**config.mk**
```make
export PLATFORM = sky130hd
export DESIGN_NAME = ch_sample_sequencer
export DESIGN_NICKNAME = d
export VERILOG_FILES = /design/src/rtl/ch_sample_sequencer.sv
export SDC_FILE = /design/constraint.sdc
export NUM_CORES = 1
export LEC_CHECK = 0
export BUFFER_PORTS_ARGS = -buffer_cell sky130_fd_sc_hd__buf_2
export CORE_ASPECT_RATIO = 0.75
export CORE_MARGIN = 2
export CORE_UTILIZATION = 55
export DETAILED_ROUTE_END_ITERATION = 8
export PLACE_DENSITY = 0.77
export SKIP_LAST_GASP = 1
export SLEW_MARGIN = 0
export SYNTH_ARGS = -nofsm -noshare
export SYNTH_HDL_FRONTEND = slang
export SYNTH_SLANG_ARGS = --single-unit
```
**constraint.sdc**
```tcl
create_clock -name clk -period 3.2 [get_ports clk]
set_input_delay 0.16 -clock clk [delete_from_list [all_inputs] [get_ports clk]]
set_output_delay 0.16 -clock clk [all_outputs]
set_load 0.01 [all_outputs]
```
**src/rtl/ch_sample_sequencer.sv**
```systemverilog
// ============================================================================
// Module   : ch_sample_sequencer
// Brief    : Per-channel sampling sequencer. Splits the four sampling banks
//            into capture groups according to the latched mode, fires each
//            group's start pulse in turn, collects per-bank completion and
//            holds the channel full until readout releases it.
// Revision : 1.0 - initial release
// ============================================================================
`default_nettype none

package ch_sample_sequencer_pkg;
  typedef enum logic [1:0] {
    MODE_SAMPLE1 = 2'b00,
    MODE_SAMPLE2 = 2'b01,
    MODE_RSVD    = 2'b10,
    MODE_SAMPLE4 = 2'b11
  } smode_t;
endpackage

module ch_sample_sequencer
  import ch_sample_sequencer_pkg::*;
#(
  parameter int TIMEOUT_CYC = 1023,
  parameter int TMR_W       = 10
) (
  input  logic       clk,
  input  logic       rstn,
  input  logic       INST_START,
  input  smode_t     MODE,
  input  logic [3:0] BANK_DONE,
  input  logic       READ_DONE,
  input  logic       ABORT,
  output logic [3:0] BANK_START,
  output logic [3:0] ACTIVE_BANKS,
  output logic       BUSY,
  output logic       FULL,
  output logic [2:0] CAPT_CNT,
  output logic       TIMEOUT,
  output logic       INST_ERR
);

  localparam logic [1:0] S_IDLE     = 2'd0;
  localparam logic [1:0] S_ARM      = 2'd1;
  localparam logic [1:0] S_SAMPLING = 2'd2;
  localparam logic [1:0] S_FULL     = 2'd3;

  localparam logic [TMR_W-1:0] TMO_VAL = TMR_W'(TIMEOUT_CYC);
  localparam logic [TMR_W-1:0] TMR_ONE = TMR_W'(1);

  // Bank mask of group g under mode m; the reserved encoding behaves as SAMPLE4
  function automatic logic [3:0] grp_mask(input smode_t m, input logic [1:0] g);
    logic [3:0] r;
    r = 4'b1111;
    case (m)
      MODE_SAMPLE1: r = 4'b0001 << g;
      MODE_SAMPLE2: r = g[0] ? 4'b1100 : 4'b0011;
      default:      r = 4'b1111;
    endcase
    return r;
  endfunction

  // Index of the final group under mode m
  function automatic logic [1:0] last_grp(input smode_t m);
    logic [1:0] r;
    r = 2'd0;
    case (m)
      MODE_SAMPLE1: r = 2'd3;
      MODE_SAMPLE2: r = 2'd1;
      default:      r = 2'd0;
    endcase
    return r;
  endfunction

  logic [1:0]       state_q, state_d;
  logic             inst_q;
  smode_t           mode_q, mode_d;
  logic [1:0]       grp_q, grp_d;
  logic [3:0]       done_q, done_d;
  logic [TMR_W-1:0] tmr_q, tmr_d;
  logic [2:0]       capt_q, capt_d;
  logic             tmo_q, tmo_d;
  logic             err_q, err_d;
  logic [3:0]       bstart_q, bstart_d;

  logic             start_edge;
  logic [3:0]       cur_mask;
  logic             grp_cover;

  assign start_edge = INST_START & ~inst_q;
  assign cur_mask   = grp_mask(mode_q, grp_q);
  // Done bits seen earlier plus this cycle's pulses must cover the whole group
  assign grp_cover  = (((done_q | BANK_DONE) & cur_mask) == cur_mask);

  // State register
  always_ff @(posedge clk or negedge rstn) begin
    if (!rstn) begin
      state_q <= S_IDLE;
    end else begin
      state_q <= state_d;
    end
  end

  // Datapath registers: edge detect, run context, counters, registered start pulse
  always_ff @(posedge clk or negedge rstn) begin
    if (!rstn) begin
      inst_q   <= 1'b0;
      mode_q   <= MODE_SAMPLE4;
      grp_q    <= 2'd0;
      done_q   <= 4'd0;
      tmr_q    <= '0;
      capt_q   <= 3'd0;
      tmo_q    <= 1'b0;
      err_q    <= 1'b0;
      bstart_q <= 4'd0;
    end else begin
      inst_q   <= INST_START;
      mode_q   <= mode_d;
      grp_q    <= grp_d;
      done_q   <= done_d;
      tmr_q    <= tmr_d;
      capt_q   <= capt_d;
      tmo_q    <= tmo_d;
      err_q    <= err_d;
      bstart_q <= bstart_d;
    end
  end

  // Next-state and datapath update; ABORT overrides everything at the end
  always_comb begin
    state_d  = state_q;
    mode_d   = mode_q;
    grp_d    = grp_q;
    done_d   = done_q;
    tmr_d    = tmr_q;
    capt_d   = capt_q;
    tmo_d    = tmo_q;
    err_d    = err_q;
    bstart_d = 4'd0;

    if (start_edge && (state_q != S_IDLE)) begin
      err_d = 1'b1;
    end

    case (state_q)
      S_IDLE: begin
        if (start_edge) begin
          state_d = S_ARM;
          mode_d  = MODE;
          grp_d   = 2'd0;
          capt_d  = 3'd0;
          tmo_d   = 1'b0;
          err_d   = 1'b0;
        end
      end
      S_ARM: begin
        done_d  = 4'd0;
        tmr_d   = '0;
        state_d = S_SAMPLING;
      end
      S_SAMPLING: begin
        done_d = done_q | (BANK_DONE & cur_mask);
        tmr_d  = tmr_q + TMR_ONE;
        // Completion takes precedence over a coincident timeout
        if (grp_cover) begin
          capt_d = capt_q + 3'd1;
          if (grp_q == last_grp(mode_q)) begin
            state_d = S_FULL;
          end else begin
            grp_d   = grp_q + 2'd1;
            state_d = S_ARM;
          end
        end else if (tmr_q == TMO_VAL) begin
          tmo_d   = 1'b1;
          state_d = S_FULL;
        end
      end
      S_FULL: begin
        if (READ_DONE) begin
          state_d = S_IDLE;
        end
      end
      default: state_d = S_IDLE;
    endcase

    if (ABORT) begin
      state_d = S_IDLE;
      capt_d  = 3'd0;
      tmo_d   = 1'b0;
      grp_d   = 2'd0;
      err_d   = err_q;
    end

    // The start pulse is registered so it is high exactly while in ARM
    if (state_d == S_ARM) begin
      bstart_d = grp_mask(mode_d, grp_d);
    end
  end

  // Output decode
  always_comb begin
    BANK_START   = bstart_q;
    ACTIVE_BANKS = (state_q == S_SAMPLING) ? cur_mask : 4'd0;
    BUSY         = (state_q != S_IDLE);
    FULL         = (state_q == S_FULL);
    CAPT_CNT     = capt_q;
    TIMEOUT      = tmo_q;
    INST_ERR     = err_q;
  end

endmodule

`default_nettype wire

```
==> impl_metrics.tcl, run 1 <==
set metrics [dict create \
    rsz0062_at_grt "false" \
    first_pass_iters 4 \
    synth_seq_cells 30 \
    maxCapViolations 0 \
    detail-route-antenna-nets 0 \
    via_count 1490 \
    whs_ns 0.0256 \
    cts.sinks 30 \
    synthFlopType "dfrtp_1" \
    ctsHoldBuffers 1 \
    setup_viol 0 \
    top_layer "met4" \
    syn-num-nets 213 \
    arrival_ns 3.07 \
    fmax_mhz 348 \
    synthArstFlopShare 1.00 \
    drt_iter0_markers 127 \
    routed_wl_um 3890 \
    peakVddDrop_mv 0.610 \
    seq_area_frac_synth 0.430 \
    cts_root_buf "clkbuf_8" \
    ios 26 \
    yosys_warnings 0 \
    fin_nets 241 \
    netlist-cell-type-count 47 \
    finalClockSkew_ns 0.00838 \
    mostFrequentLayoutCells "dfrtp_1 (28), nor2_1 (25), buf_2 (25), inv_1 (17), a21oi_1 (15)" \
    internal-power_uw 819 \
    core_um2 3000 \
    cts_resized 0 \
    seqPwrFrac 0.384 \
    outcome "complete, no violations" \
    finalHoldViolCount 0 \
    viasPerCell 5.73 \
    switching_share 0.359 \
    p_leak_nw 0.928 \
    cts.htree.levels 2 \
    syn_area_um2 1750 \
    pwr-share-clk 0.281 \
    m1WireLength_um 1910 \
    power.density_nw_per_um2 631 \
    dp_cells 251 \
    grt_pass1_wl_um 6600 \
    fin_util 0.675 \
    synthToLayoutAreaGrowth_pct 15.6 \
    layout_commonest_cell "dfrtp_1" \
    dieArea_um2 3660 \
    layout-drive-gt1-share 0.221 \
    grt_pass1_vias 1442 \
    dpl.hpwl_um 2820 \
    grt_max_degree 31 \
    drc 0 \
    crit_fanout 7 \
    tightest_slew_ns 0.667 \
    p_sw_uw 459 \
    synth_area_per_cell_um2 9.08 \
    wl_per_cell_um 15.0 \
    multi_input_area_um2 916 \
    setup.worst_path.class "reg2reg" \
    synth_edf_count 0 \
    antenna_cells 0 \
    gp_congestion 0.832 \
    placementRows 17 \
    critPathRequiredTime_ns 3.40 \
    slew_violations 0 \
    cts_buffer_depth 2 \
    start_kind "register" \
    post_cts_buffers 0 \
    grtUsageTotal 0.235 \
    dr_wl_met3_um 174 \
    grt_antenna_before_repair 0 \
    synthCells 193 \
    max_slew_margin 0.555 \
    regArea_um2 753 \
    cp-end-kind "register" \
    stdcell_count 260 \
    numPortBuffers 25 \
    cts_tree "yes" \
    comb_power_share 0.335 \
    clock_latency_ns 0.28 \
    setup-tns-final_ns 0 \
    chipWidth_um 69.2 \
    fillers 243 \
    fin_crit_sh 0.897 \
    die_y_um 52.9 \
    cts.clk_slew.worst_paths_ns 0.06 \
    fin_crit_ns 2.87 \
    route.met2.wl_um 1760 \
    hp-class "in2reg" \
    overflow 0 \
    start_util 0.584 \
    numCtsBuffers 5 \
]
[flip-flops by register name, indices dropped and copies added, names as in the netlist, named ones only]
signal	flops
BANK_START	4
CAPT_CNT	3
TIMEOUT	1
done_q	4
grp_q	2
inst_q	1
mode_q	2
state_q	2
tmr_q	10
[synth_stat cells, types with 3 or more instances]
master,number,area [µm²]
nor2b_1,6,37.5
nand2_1,11,41.3
nor2_1,25,93.8
ha_1,9,113
xor2_1,3,26.3
a31oi_1,8,50.1
and2_1,3,18.8
o21ai_0,9,45.0
dfrtp_1,28,701
nand3_1,7,35.0
a21oi_1,15,75.1
o22ai_1,4,25.0
nor3b_1,3,22.5
nor3_1,3,15.0
inv_1,17,63.8
clkbuf_1,4,15.0
[critical path: stages (launching register included)]
cell and delay [ns]:
dfrtp_1 0.51, inv_1 0.15, ha_1 0.22, nor2b_1 0.13, o31a_2 0.32, a2111oi_4 0.40
a31oi_1 0.15, or4_4 0.46, or3_1 0.34, a21oi_2 0.12
[cell type report]
type / count / share of cell area
timing repair buffer: 26 / 0.0667
sequential: 30 / 0.372
tap: 38 / 0.0235
clock buffer: 8 / 0.0544
inverter: 17 / 0.0315
multi-input combinational: 141 / 0.452
[cell families (layout without fill, tap and decap cells)]
kind of cell,count (synthesis),count (layout),share of synthesized area
and+or+nand+nor,73,73,0.218
AOI/OAI and AO/OA,52,52,0.203
DFF,30,30,0.430
buffers and inverters,22,51,0.0478
adders and majority gates,9,9,0.0642
xor gates and xnor gates,5,5,0.0250
muxes,2,2,0.0121
[metal layers]
layer | track usage | vias up
met4 | 0.0850 | 0
met1 | 0.311 | 710
met2 | 0.378 | 40
li1 | - | 736
met5 | 0 | -
met3 | 0.0629 | 4
[path summary, 6_finish.rpt]
kind | start | end | slack, ns | depth (start not counted)
hold / removal | INST_START | inst_q | 0.03 | 1
min in group asynchronous | rstn | tmr_q[3] | 0.46 | 2
setup / recovery | grp_q[0] | BANK_START[2] | 0.33 | 9
max in group asynchronous | rstn | done_q[0] | 2.31 | 2
hold reg to reg | done_q[3] | done_q[3] | 0.50 | 2
setup reg to reg | grp_q[0] | BANK_START[2] | 0.33 | 9
[power groups by stage]
stage | Sequential [mW] | Clock [mW] | Combinational, mW
floorplan | 0.481 | 0 | 0.320
global placement | 0.492 | 0 | 0.404
detailed placement | 0.496 | 0 | 0.420
CTS | 0.490 | 0.361 | 0.424
global route | 0.500 | 0.377 | 0.474
finish | 0.491 | 0.359 | 0.428
[through the flow]
| stage | instance area (µm²) | setup WS (ns) | total power [mW] |
|---|---|---|---|
| 3_5_place_dp | 1910 | 0.357 | 0.916 |
| 5_1_grt | 2030 | 0.206 | 1.35 |
| 4_1_cts | 2030 | 0.345 | 1.28 |
| 3_3_place_gp | 1910 | 0.488 | 0.896 |
| 2_1_floorplan | 1750 | 0.584 | 0.801 |
| 6_report | 2030 | 0.330 | 1.28 |
No activity file was read; power rests on OpenSTA's default activity.
==> inputs of run 2 (changes only) <==
--- a/config.mk
+++ b/config.mk
@@ -6,11 +6,13 @@
 export NUM_CORES = 1
 export LEC_CHECK = 0
 export BUFFER_PORTS_ARGS = -buffer_cell sky130_fd_sc_hd__buf_2
+export CELL_PAD_IN_SITES_DETAIL_PLACEMENT = 1
+export CELL_PAD_IN_SITES_GLOBAL_PLACEMENT = 1
 export CORE_ASPECT_RATIO = 0.75
 export CORE_MARGIN = 2
-export CORE_UTILIZATION = 55
+export CORE_UTILIZATION = 43
 export DETAILED_ROUTE_END_ITERATION = 8
-export PLACE_DENSITY = 0.77
+export PLACE_DENSITY_LB_ADDON = 0.1
 export SKIP_LAST_GASP = 1
 export SLEW_MARGIN = 0
 export SYNTH_ARGS = -nofsm -noshare
==> impl_metrics.tcl, run 2 (same netlist as run 1, synthesis figures left out) <==
set metrics [dict create \
    outcome "complete, no violations" \
    p_sw_uw 474 \
    tightest_slew_ns 0.732 \
    chipWidth_um 77.7 \
    setup.worst_path.class "reg2reg" \
    cts_buffer_depth 2 \
    first_pass_iters 4 \
    die_y_um 59.3 \
    peakVddDrop_mv 0.329 \
    power.density_nw_per_um2 614 \
    internal-power_uw 789 \
    place_area_um2 1960 \
    whs_ns 0.0174 \
    setup_viol 0 \
    crit_fanout 7 \
    max_slew_margin 0.512 \
    start_util 0.441 \
    start_kind "register" \
    dieArea_um2 4610 \
    pre_cts_ws_ns 0.307 \
    dr_wl_met3_um 138 \
    largest_register "tmr_q" \
    layout-drive-gt1-share 0.226 \
    drc 0 \
    power_mw 1.26 \
    p_leak_nw 0.936 \
    top_layer "met4" \
    critPathRequiredTime_ns 3.40 \
    finalHoldViolCount 0 \
    numPortBuffers 25 \
    rsz0062_at_grt "false" \
    route.met2.wl_um 2130 \
    drt_iter0_markers 64 \
    dp_cells 272 \
    cts.sinks 30 \
    post_cts_buffers 0 \
    maxCapViolations 0 \
    fin_util 0.517 \
    fmax_mhz 341 \
    comb_power_share 0.363 \
    finalClockSkew_ns 0.00598 \
    grt_pass1_vias 1595 \
    fin_crit_ns 2.93 \
    largest_reg_flops 10 \
    cts_root_buf "clkbuf_8" \
    cts.htree.levels 2 \
    arrival_ns 3.13 \
    grtUsageTotal 0.223 \
    fin_area_um2 2060 \
    grt_max_degree 31 \
    worstPathCellList "inv_1 -> ha_1 -> nor2b_1 -> o31a_2 -> a2111oi_4 -> a31oi_1 -> or4_4 -> or3_1 -> a21oi_2" \
    antenna_cells 0 \
    dpl.hpwl_um 3530 \
    synthToLayoutAreaGrowth_pct 17.3 \
    slowest_delay_ns 0.52 \
    slowest_stage "dfrtp_1" \
    slew_violations 0 \
    cts.clk_slew.worst_paths_ns 0.06 \
    grt_antenna_before_repair 0 \
    stdcell_count 281 \
    routed_wl_um 4690 \
    fin_crit_sh 0.916 \
    switching_share 0.376 \
    fin_nets 245 \
    hp-class "in2reg" \
    gp_congestion 0.788 \
    mostFrequentLayoutCells "dfrtp_1 (28), nor2_1 (25), buf_2 (25), inv_1 (17), a21oi_1 (15)" \
    cp-end-kind "register" \
    detail-route-antenna-nets 0 \
    m1WireLength_um 2360 \
    via_count 1562 \
    numCtsBuffers 5 \
    ios 26 \
    grt_pass1_wl_um 7810 \
    seqPwrFrac 0.389 \
    wl_per_cell_um 16.7 \
    placementRows 20 \
    layout_setup_ws_ns 0.269 \
    viasPerCell 5.56 \
    layout_commonest_cell "dfrtp_1" \
    cts_tree "yes" \
    pwr-share-clk 0.248 \
    core_um2 3980 \
    setup-tns-final_ns 0 \
    clock_latency_ns 0.28 \
    overflow 0 \
]
==> run 2: cell types whose count changed in the layout (fill, tap and decap cells not counted), sizes merged <==
cell,before,now
buf,25,29
==> run 2: critical path, delay by kind of cell, from the launching register on <==
kind / cells / cell delay, ns
AND/OR/NAND/NOR: 3 / 0.94
flip-flops: 1 / 0.52
buffers and inverters: 1 / 0.16
AO/OA/AOI/OAI: 4 / 1.02
adder cells (fa/ha/maj): 1 / 0.21
==> run 2: worst paths after layout <==
path | from | endpoint | slack, ns | cells after the start
min reg2reg | register | register | 0.50 | 2
max reg2reg | grp_q[0] | BANK_START[2] | 0.27 | 9
min | INST_START | inst_q | 0.02 | 1
min in group asynchronous | rstn | tmr_q[0] | 0.48 | 2
max in group asynchronous | rstn | grp_q[0] | 2.25 | 2
max | grp_q[0] | BANK_START[2] | 0.27 | 9
==> run 2: timing repair <==
| action | 4_1_cts | 5_1_grt |
|---|---|---|
| setup endpoints to repair | 0 | 0 |
| hold buffers | 1 | 0 |
| gates resized for setup | 0 | 0 |
| hold endpoints to repair | 28 | 0 |
==> run 2: power groups by stage <==
stage | logic [mW] | clock network, mW | registers [mW]
2_1_floorplan | 0.320 | 0 | 0.481
4_1_cts | 0.456 | 0.323 | 0.491
3_3_place_gp | 0.431 | 0 | 0.491
5_1_grt | 0.510 | 0.337 | 0.499
6_report | 0.459 | 0.313 | 0.491
3_5_place_dp | 0.452 | 0 | 0.499
==> run 2: layout make-up <==
cell class                 count  area [µm²]
clock buffer                   8        90.1
sequential                    30         753
multi-input combinational    141         916
timing repair buffer          30         165
inverter                      17        63.8
fill                         479        1920
tap                           55        68.8
==> run 2: routing by layer <==
metal	global-route usage	vias to the layer above
li1	-	737
met1	0.302	792
met2	0.358	25
met3	0.0427	8
met4	0.0867	0
met5	0	-
==> inputs of run 3 (changes only) <==
--- a/config.mk
+++ b/config.mk
@@ -10,7 +10,7 @@
 export CELL_PAD_IN_SITES_GLOBAL_PLACEMENT = 1
 export CORE_ASPECT_RATIO = 0.75
 export CORE_MARGIN = 2
-export CORE_UTILIZATION = 43
+export CORE_UTILIZATION = 39
 export DETAILED_ROUTE_END_ITERATION = 8
 export PLACE_DENSITY_LB_ADDON = 0.1
 export SKIP_LAST_GASP = 1
@@ -18,3 +18,4 @@
 export SYNTH_ARGS = -nofsm -noshare
 export SYNTH_HDL_FRONTEND = slang
 export SYNTH_SLANG_ARGS = --single-unit
+export TNS_END_PERCENT = 1
==> constraint.sdc (replaced) <==
create_clock -name clk -period 2.6 [get_ports clk]
set_input_delay 0.13 -clock clk [delete_from_list [all_inputs] [get_ports clk]]
set_output_delay 0.13 -clock clk [all_outputs]
set_load 0.01 [all_outputs]
==> impl_metrics.tcl, run 3 (same netlist as run 1, synthesis figures left out) <==
set metrics [dict create \
    peakVddDrop_mv 0.401 \
    grt_antenna_before_repair 0 \
    power.density_nw_per_um2 755 \
    setup.worst_path.class "reg2reg" \
    rrSetupSlack_ns -0.01 \
    die_y_um 62.1 \
    fin_crit_sh 1.00 \
    slew_violations 0 \
    via_count 1564 \
    setup_viol 1 \
    chipWidth_um 81.4 \
    grt_pass1_wl_um 7760 \
    tightest_slew_ns 0.712 \
    dpl.hpwl_um 3550 \
    numPortBuffers 25 \
    placementRows 21 \
    max_slew_margin 0.525 \
    maxCapViolations 0 \
    mostFrequentLayoutCells "dfrtp_1 (27), nor2_1 (25), buf_2 (25), inv_1 (16), a21oi_1 (15)" \
    routed_wl_um 4800 \
    clock_latency_ns 0.30 \
    crit_fanout 4 \
    numCtsBuffers 5 \
    setup.worst_path.end "BANK_START[2]" \
    fmax_mhz 383 \
    antenna_cells 0 \
    largest_register "tmr_q" \
    dieArea_um2 5050 \
    fin_area_um2 2130 \
    drc 0 \
    r2r-end "BANK_START[2]" \
    detail-route-antenna-nets 0 \
    viasPerCell 5.37 \
    critPathRequiredTime_ns 2.82 \
    cp-end-kind "register" \
    fin_crit_ns 2.61 \
    min-delay-start "BANK_DONE[3]" \
    rsz0062_at_grt "true" \
    outcome "finished, violations left" \
    first_pass_iters 4 \
    whs_ns 0.107 \
    r2r_start "grp_q[1]" \
    place_area_um2 2010 \
    layout_commonest_cell "dfrtp_1" \
    cts_buffer_depth 2 \
    layout-drive-gt1-share 0.261 \
    grt_max_degree 31 \
    cts_tree "yes" \
    cts_root_buf "clkbuf_8" \
    gp_congestion 0.802 \
    grt_pass1_vias 1533 \
    reg2reg_depth 9 \
    grtUsageTotal 0.212 \
    cts.sinks 30 \
    fin_nets 253 \
    violations "negative setup slack" \
    finalHoldViolCount 0 \
    synthToLayoutAreaGrowth_pct 21.6 \
    cts.clk_slew.worst_paths_ns 0.06 \
    start_util 0.399 \
    drt_iter0_markers 135 \
    cts.htree.levels 2 \
    hp-class "in2reg" \
    p_leak_nw 0.978 \
    start_kind "register" \
    wl_per_cell_um 16.5 \
    overflow 0 \
    cp-startpoint "grp_q[1]" \
    layout_setup_ws_ns -0.0120 \
    arrival_ns 2.83 \
    ios 26 \
    largest_reg_flops 10 \
    core_um2 4390 \
    finalClockSkew_ns 0.00857 \
]
[run 3: worst min-delay path by stage]
| stage | endpoint | depth (start not counted) |
|---|---|---|
| after floorplan | BANK_START[0] | 0 |
| after global placement | asynchronous set/reset pin | 1 |
| after detailed placement | asynchronous set/reset pin | 1 |
| after CTS | done_q[3] | 3 |
| after global routing | CAPT_CNT[0] | 2 |
| final | done_q[3] | 3 |
[run 3: repair_timing]
item | 4_1_cts | 5_1_grt
hold buffers | 2 | 0
gates resized for setup | 1 | 2
cloned | 0 | 0
setup buffers | 0 | 1
pin swaps | 0 | 2
hold endpoints to repair | 29 | 0
endpoints found under the setup margin | 3 | 4
[run 3: stage by stage]
stage               worst slack, ns  setup TNS [ns]  power (mW)   util  cells
floorplan                    0.0497               0       0.986      -    193
global placement             0.0291               0        1.16  0.457    280
detailed placement          -0.0421         -0.0979        1.20  0.457    280
CTS                         -0.0580         -0.0580        1.61  0.482    290
global route                 -0.136          -0.378        1.72  0.486    291
finish                      -0.0120         -0.0120        1.61  0.486    291
[run 3: cell type report]
type | instances | area (µm²)
clock buffer | 7 | 86.3
clock inverter | 1 | 5.00
fill | 546 | 2260
inverter | 17 | 63.8
multi-input combinational | 141 | 923
sequential | 30 | 754
tap | 57 | 71.3
timing repair buffer | 38 | 228
[run 3: metal layers]
layer	vias up	wire length (µm)	global-route usage
met5	-	0	0
met1	779	2340	0.283
met2	21	2230	0.336
li1	756	-	-
met3	8	133	0.0448
met4	0	85	0.0944
[run 3: power breakdown]
group / switching [mW] / internal (mW) / total (mW)
Clock: 0.191 / 0.213 / 0.404
Combinational: 0.358 / 0.241 / 0.599
Sequential: 0.0649 / 0.541 / 0.606
Total: 0.614 / 0.995 / 1.61
[run 3: worst max-delay path, stage by stage (launching register included)]
cell and delay, ns:
dfrtp_1 0.39, inv_1 0.10, ha_1 0.20, nor2b_1 0.15, o31a_1 0.28, a2111oi_4 0.37, a31oi_1 0.13, or4_4 0.46
or3_1 0.34, a21oi_2 0.12
